File: src/rtl/tdp_ram18k_port_initiator.sv
// tdp_ram18k_port_initiator
// Drives one 18-bit port (16 data + 2 parity) of a RAM18KX2 true-dual-port RAM
// from a valid/ready request stream. Writes get per-byte parity generated,
// reads get parity checked and are returned in order through a small
// first-word-fall-through response FIFO. Read credits bound the number of
// outstanding reads so the FIFO can never overflow.
// Optional build macro: TDP_RAM18K_PORT_ERR_CNT_EN adds a saturating parity
// error counter (ERR_COUNT) with a synchronous clear (ERR_CLR).
module tdp_ram18k_port_initiator #(
  parameter bit PARITY_ODD = 1'b0,
  parameter int RSP_DEPTH  = 4
) (
  input  logic        CLK,
  input  logic        RESET_N,
  input  logic        REQ_VALID,
  output logic        REQ_READY,
  input  logic        REQ_WRITE,
  input  logic [9:0]  REQ_ADDR,
  input  logic [1:0]  REQ_BE,
  input  logic [15:0] REQ_WDATA,
  output logic        RSP_VALID,
  input  logic        RSP_READY,
  output logic [15:0] RSP_RDATA,
  output logic [1:0]  RSP_PERR,
  output logic        RAM_WEN,
  output logic        RAM_REN,
  output logic [1:0]  RAM_BE,
  output logic [13:0] RAM_ADDR,
  output logic [15:0] RAM_WDATA,
  output logic [1:0]  RAM_WPARITY,
  input  logic [15:0] RAM_RDATA,
  input  logic [1:0]  RAM_RPARITY
`ifdef TDP_RAM18K_PORT_ERR_CNT_EN
  ,
  output logic [15:0] ERR_COUNT,
  input  logic        ERR_CLR
`endif
);

  localparam int PTR_W = $clog2(RSP_DEPTH);
  localparam int CNT_W = PTR_W + 1;

  // Only power-of-two depths 2/4/8 are supported; pointers wrap naturally.
  generate
    if (RSP_DEPTH != 2 && RSP_DEPTH != 4 && RSP_DEPTH != 8) begin : g_bad_depth
      $error("tdp_ram18k_port_initiator: RSP_DEPTH must be 2, 4 or 8");
    end
  endgenerate

  logic             accept;
  logic             rd_accept;
  logic             wr_accept;
  logic [1:0]       wpar_next;
  logic [1:0]       perr_next;

  logic             wen_reg;
  logic             ren_reg;
  logic [1:0]       be_reg;
  logic [13:0]      addr_reg;
  logic [15:0]      wdata_reg;
  logic [1:0]       wpar_reg;
  logic             s2_valid_reg;

  logic [17:0]      fifo_mem [RSP_DEPTH];
  logic [PTR_W-1:0] wr_ptr_reg;
  logic [PTR_W-1:0] rd_ptr_reg;
  logic [CNT_W-1:0] fifo_cnt_reg;
  logic [CNT_W-1:0] out_cnt_reg;
  logic             push;
  logic             pop;
  logic             fifo_full;

  // Ready depends only on registered credit count (and reset), never on request fields.
  assign REQ_READY = RESET_N && (out_cnt_reg < CNT_W'(RSP_DEPTH));
  assign accept    = REQ_VALID && REQ_READY;
  assign rd_accept = accept && !REQ_WRITE;
  assign wr_accept = accept && REQ_WRITE;

  // Per-byte parity generation for writes and checking for read returns.
  generate
    for (genvar gi = 0; gi < 2; gi++) begin : g_par
      assign wpar_next[gi] = (^REQ_WDATA[8*gi +: 8]) ^ PARITY_ODD;
      assign perr_next[gi] = RAM_RPARITY[gi] ^ (^RAM_RDATA[8*gi +: 8]) ^ PARITY_ODD;
    end
  endgenerate

  // Stage 1: register the accepted request onto the RAM pins for one cycle.
  always_ff @(posedge CLK or negedge RESET_N) begin
    if (!RESET_N) begin
      wen_reg   <= 1'b0;
      ren_reg   <= 1'b0;
      be_reg    <= 2'b00;
      addr_reg  <= '0;
      wdata_reg <= '0;
      wpar_reg  <= 2'b00;
    end else begin
      wen_reg <= wr_accept;
      ren_reg <= rd_accept;
      be_reg  <= wr_accept ? REQ_BE : 2'b00;
      if (accept) begin
        addr_reg  <= {REQ_ADDR, 4'b0000};
        wdata_reg <= REQ_WRITE ? REQ_WDATA : 16'h0000;
        wpar_reg  <= REQ_WRITE ? wpar_next : 2'b00;
      end
    end
  end

  assign RAM_WEN     = wen_reg;
  assign RAM_REN     = ren_reg;
  assign RAM_BE      = be_reg;
  assign RAM_ADDR    = addr_reg;
  assign RAM_WDATA   = wdata_reg;
  assign RAM_WPARITY = wpar_reg;

  // Stage 2: mark the cycle in which the RAM presents read data for a read we issued.
  always_ff @(posedge CLK or negedge RESET_N) begin
    if (!RESET_N) begin
      s2_valid_reg <= 1'b0;
    end else begin
      s2_valid_reg <= ren_reg;
    end
  end

  assign push      = s2_valid_reg;
  assign RSP_VALID = (fifo_cnt_reg != '0);
  assign pop       = RSP_VALID && RSP_READY;
  assign fifo_full = (fifo_cnt_reg == CNT_W'(RSP_DEPTH));

  // Response FIFO storage; contents need no reset because occupancy gates the outputs.
  always_ff @(posedge CLK) begin
    if (push) begin
      fifo_mem[wr_ptr_reg] <= {RAM_RDATA, perr_next};
    end
  end

  // FIFO pointers/occupancy and the outstanding-read credit counter.
  always_ff @(posedge CLK or negedge RESET_N) begin
    if (!RESET_N) begin
      wr_ptr_reg   <= '0;
      rd_ptr_reg   <= '0;
      fifo_cnt_reg <= '0;
      out_cnt_reg  <= '0;
    end else begin
      if (push) wr_ptr_reg <= wr_ptr_reg + PTR_W'(1);
      if (pop)  rd_ptr_reg <= rd_ptr_reg + PTR_W'(1);
      case ({push, pop})
        2'b10:   fifo_cnt_reg <= fifo_cnt_reg + CNT_W'(1);
        2'b01:   fifo_cnt_reg <= fifo_cnt_reg - CNT_W'(1);
        default: fifo_cnt_reg <= fifo_cnt_reg;
      endcase
      case ({rd_accept, pop})
        2'b10:   out_cnt_reg <= out_cnt_reg + CNT_W'(1);
        2'b01:   out_cnt_reg <= out_cnt_reg - CNT_W'(1);
        default: out_cnt_reg <= out_cnt_reg;
      endcase
    end
  end

  assign RSP_RDATA = RSP_VALID ? fifo_mem[rd_ptr_reg][17:2] : 16'h0000;
  assign RSP_PERR  = RSP_VALID ? fifo_mem[rd_ptr_reg][1:0]  : 2'b00;

  // A push into a full FIFO without a simultaneous pop means the credit scheme broke.
  assert property (@(posedge CLK) disable iff (!RESET_N) !(push && fifo_full && !pop))
    else $error("tdp_ram18k_port_initiator: push into full response FIFO");

`ifdef TDP_RAM18K_PORT_ERR_CNT_EN
  logic [15:0] err_cnt_reg;

  // Saturating count of popped responses carrying a parity error; clear has priority.
  always_ff @(posedge CLK or negedge RESET_N) begin
    if (!RESET_N) begin
      err_cnt_reg <= 16'h0000;
    end else if (ERR_CLR) begin
      err_cnt_reg <= 16'h0000;
    end else if (pop && (RSP_PERR != 2'b00) && (err_cnt_reg != 16'hFFFF)) begin
      err_cnt_reg <= err_cnt_reg + 16'h0001;
    end
  end

  assign ERR_COUNT = err_cnt_reg;
`endif

endmodule

File: config.mk
export PLATFORM = sky130hd
export DESIGN_NAME = tdp_ram18k_port_initiator
export DESIGN_NICKNAME = d
export VERILOG_FILES = /design/src/rtl/tdp_ram18k_port_initiator.sv
export SDC_FILE = /design/constraint.sdc
export NUM_CORES = 1
export LEC_CHECK = 0
export ABC_CLOCK_PERIOD_IN_PS = 1900
export CORE_ASPECT_RATIO = 1.4
export CORE_MARGIN = 2
export CORE_UTILIZATION = 47
export CTS_BUF_LIST = sky130_fd_sc_hd__clkbuf_4 sky130_fd_sc_hd__clkbuf_8
export DETAILED_ROUTE_END_ITERATION = 7
export GPL_ROUTABILITY_DRIVEN = 0
export HOLD_SLACK_MARGIN = 0.02
export PLACE_DENSITY = 0.82
export SLEW_MARGIN = 30
export SYNTH_ARGS = -nofsm -noshare
export SYNTH_HDL_FRONTEND = slang
export SYNTH_SLANG_ARGS = --single-unit
export TNS_END_PERCENT = 5
File: constraint.sdc
create_clock -name CLK -period 1.9 [get_ports CLK]
set_input_delay 0.38 -clock CLK [delete_from_list [all_inputs] [get_ports CLK]]
set_output_delay 0.38 -clock CLK [all_outputs]
set_load 0.05 [all_outputs]
# Word-level counts from Yosys, hierarchy flattened

Memories as Yosys holds them, arrays and structs flattened.
Index checks and enable logic that the tools add are counted.

Flip-flop bits (word level): 43
Bits in latches: 0
RAM bits: 72
ROM bits: 0
Memories: 1

Memories:

| memory   | depth | width | read ports | clocked after memory_dff | write ports | line | text |
|---|---|---|---|---|---|---|---|
| fifo_mem | 4     | 18    | 1          | 0                        | 1           | 64   | `logic [17:0] fifo_mem [RSP_DEPTH];` |

Add/subtract/negate cells: 6
Multipliers: 0
Divide/modulo/power cells: 0
$lt $le $gt $ge: 1
Eq/ne operators: 4
Shifts and indexed selects: 0
Mux-type cells: 9
Bitwise operators: 2
Reduce and logical (&&, ||, !) cells: 13

Operator list:

| cell                                                | number |
|---|---|
| 2-to-1 mux 16 bit                                   | 2 |
| parity 8 bit                                        | 4 |
| one-hot mux 3 bit (2 select lines)                  | 2 |
| adder 3 x 1 -> 3 bit, second input constant         | 2 |
| 2-to-1 mux 2 bit                                    | 3 |
| subtractor 3 x 1 -> 3 bit, second input constant    | 2 |
| logical AND 1 bit                                   | 5 |
| adder 2 x 1 -> 2 bit, second input constant         | 2 |
| equality test 2 x 1 -> 1 bit, second input constant | 2 |
| equality test 2 bit, second input constant          | 2 |
| nonzero test 2 bit                                  | 2 |
| less-than comparator 3 bit, second input constant   | 1 |
| nonzero test 3 bit                                  | 1 |
| 2-to-1 mux 1 bit                                    | 2 |
| bitwise XOR 1 bit                                   | 2 |
| logical NOT 1 bit                                   | 1 |

# Depth between registers and ports, before layout

Depth after elaboration: 6
Gate-level depth with buffers: 9

# Least setup slack after synthesis

Ideal clock, no wire load.

Path type: input-to-reg
From: in RESET_N
To: reg out_cnt_reg[2]
Setup time: 125 ps
Arrival: 2263 ps
Data required time: 1775 ps
Path slack: -488 ps
Stages on the path: 9
Path buffers: 0
Path through: nor2b_1 > and2_1 > nand2b_1 > ha_1 > inv_1 > fa_1 > xor2_1 > nor2_1 > xor2_1

Longest elaborated chain between the ends: 5
Elaborated cells on any way between the ends: 7

Ends and longest elaborated chain:

| what                                                                     | line | text |
|---|---|---|
| start: declaration                                                       | 14   | `input logic RESET_N,` |
| logical AND 1 bit *                                                      | 74   | `assign REQ_READY = RESET_N && (out_cnt_reg < CNT_W'(RSP_DEPTH));` |
| logical AND 1 bit *                                                      | 75   | `assign accept = REQ_VALID && REQ_READY;` |
| logical AND 1 bit *                                                      | 76   | `assign rd_accept = accept && !REQ_WRITE;` |
| equality test 2 x 1 -> 1 bit or equality test 2 bit (tied branches)      | 151  | `case ({rd_accept, pop})` |
| one-hot mux 3 bit (2 select lines) or nonzero test 2 bit (tied branches) | -    |  |
| end signal: assignment                                                   | 152  | `2'b10: out_cnt_reg <= out_cnt_reg + CNT_W'(1);` |
| end signal: assignment                                                   | 153  | `2'b01: out_cnt_reg <= out_cnt_reg - CNT_W'(1);` |
| end signal: assignment                                                   | 154  | `default: out_cnt_reg <= out_cnt_reg;` |
| end: declaration                                                         | 68   | `logic [CNT_W-1:0] out_cnt_reg;` |

Mark *: on every way between the ends. The rest lies on a longest branch, timed or not.
A chain may end at the register's enable or synchronous reset.

# Final worst setup path

From: reg rd_ptr_reg[0]
To: out RSP_RDATA[3]

Longest elaborated chain between the ends: 2

Ends and longest elaborated chain:

| what                     | line | text |
|---|---|---|
| start: declaration       | 66   | `logic [PTR_W-1:0] rd_ptr_reg;` |
| start signal: assignment | 145  | `if (pop) rd_ptr_reg <= rd_ptr_reg + PTR_W'(1);` |
| memory read (4 x 18 bit) | -    |  |
| 2-to-1 mux 16 bit        | 159  | `assign RSP_RDATA = RSP_VALID ? fifo_mem[rd_ptr_reg][17:2] : 16'h0000;` |
| end: declaration         | 23   | `output logic [15:0] RSP_RDATA,` |

No other way between the ends.

==> flow_summary.ini <==
[synthesis]
ys_types = 27
syn_area_per_cell_um2 = 14.7
synth-edff-count = 72
syn-instance-count = 329
ys_warn_count = 0
netlist_area_mm2 = 0.00483
ys_seq_area_share_pct = 67.0
synth_seq_cells = 115
async_reset_ff_share_pct = 37.4
yosys_most_used_dff = edfxtp_1

[setup_path]
cp_num_buf_inv = 3
r2r_start = fifo_cnt_reg[0]
critPathKind = flop to output port
path_cells = buf_6 -> clkbuf_16 -> mux4_2 -> and2_4 -> buf_8
arrival_ns = 1.92
crit_end = RSP_RDATA[3]
slowest_stage = mux4_2
worst_setup_path_start_kind = flop
regToRegSetupSlack_ns = 0.02
crit_start = rd_ptr_reg[0]
crit_family = multiplexers
r2r-end = fifo_cnt_reg[2]
critPathCaptureType = output port
critPathRequiredTime_ns = 1.52
reg2regPathDepth = 8
slowest_delay_ns = 0.52
cp.depth = 5
critPathMaxFanout = 4

[cells_and_area]
final_nets = 522
final_layout_size_suffix_gt1_share_pct = 29.2
largest_register_ffs = 72
filler_cell_count = 685
fin_util_pct = 68.1
top_register = fifo_mem
diodes = 0
seq_area_mm2 = 0.00324
area_delta_synth_final_pct = 40.3
multiInputGateArea_mm2 = 0.00153

[timing]
clock-skew-final_ns = 0.0122
post-route-period-util_pct = 121
hold_ws_ns = 0.0841
finalWorstSetupSlack_ns = -0.402
max-slew-margin-rel_pct = 64.1
hold_violations = 0
setup_viol = 19
rsz0062_at_grt = true
slew_violations = 0
layout_min_cycle_time_ns = 2.30
tightest_slew_ns = 0.538
fmax_mhz = 434

[drt]
dr_wl_met2_um = 5680
wl_per_cell_um = 17.0
drc_errors = 0
dr.first_iter.drc_count = 162
ant_nets = 0
wl_met1_um = 3780
top_layer = met4
wl_met3_um = 783
drt_wl_total_um = 10400
drt-pass1-iter-count = 4
vias = 3018
avgViaCountPerCell = 4.94

[global_routing]
grt_pass1_wl_um = 15600
first_global_vias = 3270
grt_util_all_layers_pct = 19.1
overflow = 0
antenna_found_initial = 0
grt_max_degree = 44

[floorplanning]
core_mm2 = 0.00995
die_w_um = 89.7
die_h_um = 124
num_io_pins = 107
row_count = 43
initial_core_util_pct = 48.5
die-area_mm2 = 0.0111

[clock_tree]
cts_hold_buf = 0
cts_tree = yes
numCtsBuffers = 17
path_clk_slew_ns = 0.07
cts_buffer_depth = 2
htreeDepth = 4
clk_latency_ns = 0.43
cts-root-buf = clkbuf_8
cts_sinks = 115

[outcome]
violations = negative setup slack
status = complete, but fails checks

[place]
dp_hpwl_um = 6450
port_buffers = 102

[power_and_ir_drop]
power_density_mw_per_mm2 = 1740
ir_worst_vdd_mv = 0.888
power_leakage_nw = 2.85

[run]
max-cap-violations = 0

[worst_hold_path]
hp-class = primary input to async pin
## cells in the mapped netlist (2+ instances only)
library cell | n | share of area (%)
mux4_2 | 18 | 8.4
buf_2 | 4 | 0.41
fa_1 | 2 | 0.83
nand3_1 | 16 | 1.7
inv_1 | 11 | 0.85
and2_1 | 23 | 3.0
and3_1 | 2 | 0.26
mux2i_1 | 2 | 0.41
nor2_1 | 2 | 0.16
edfxtp_1 | 72 | 45
clkbuf_1 | 3 | 0.23
xor2_1 | 10 | 1.8
ha_1 | 6 | 1.6
nand2_1 | 67 | 5.2
dfrtp_1 | 43 | 22
buf_4 | 8 | 1.2
xnor2_1 | 29 | 5.3
o21ai_1 | 2 | 0.21
## where the power goes
| group | internal (mW) | switching (mW) |
|---|---|---|
| Clock | 1.61 | 0.940 |
| Combinational | 2.47 | 3.35 |
| Sequential | 3.14 | 0.259 |
| Total | 7.22 | 4.55 |
## metal layers
layer	vias to the layer above	GRT usage, %
met5	-	0
met4	0	7.18
met3	10	7.09
met2	124	33.0
met1	1493	21.1
li1	1391	-
## kinds of logic (layout without fill, tap and decap cells)
group                      after synthesis  after routing  synth area share [%]
other                                    1              4                0.0776
buffers and inverters                   28            172                  3.24
xor gates and xnor gates                39             39                  7.07
muxes                                   20             20                  8.81
and+or+nand+nor                        115            115                  11.1
DFF                                    115            115                  67.0
AOI/OAI and AO/OA                        3              3                 0.311
adders and majority gates                8              8                  2.38
## layout make-up
class                   instances  share of cell area, %
clock inverters                11                   2.73
clock buffers                  21                   3.90
multi-input cells             189                   22.6
flip-flops and latches        115                   47.8
well taps                     135                   2.49
repair buffers                129                   19.9
inverters                      11                  0.609
## cell usage in the layout (no fill, tap or decap), types with 18 or more instances in the layout
cell / count
and2_4: 19
buf_4: 32
clkdlybuf4s50_1: 49
dfrtp_1: 41
dlygate4sd2_1: 20
edfxtp_1: 72
mux4_2: 18
nand2_1: 67
xnor2_1: 29
## worst min path at each step
stage,endpoint
final,RAM_ADDR[7]
after global routing,RAM_WEN
after CTS,RAM_ADDR[7]
after detailed placement,push
after global placement,push
after floorplan,RAM_ADDR[10]
## through the flow
stage | power, mW | cell area [um^2] | std cells | worst slack (ns) | setup TNS [ns]
2_1_floorplan | 6.83 | 4860 | 332 | -0.00132 | -0.00132
3_3_place_gp | 8.27 | 6040 | 574 | -0.174 | -0.406
3_5_place_dp | 8.39 | 6040 | 574 | -0.272 | -0.650
4_1_cts | 11.3 | 6620 | 609 | -0.388 | -6.89
5_1_grt | 12.3 | 6780 | 611 | -0.460 | -7.82
6_report | 11.8 | 6780 | 611 | -0.402 | -6.54
## what timing repair did
item	CTS	global route
pin swaps	0	18
resized for setup	56	29
gates cloned	1	2
setup buffers	2	0
hold endpoints to repair	0	0
endpoints found under the setup margin	39	23
No activity file was read; power rests on OpenSTA's default activity.
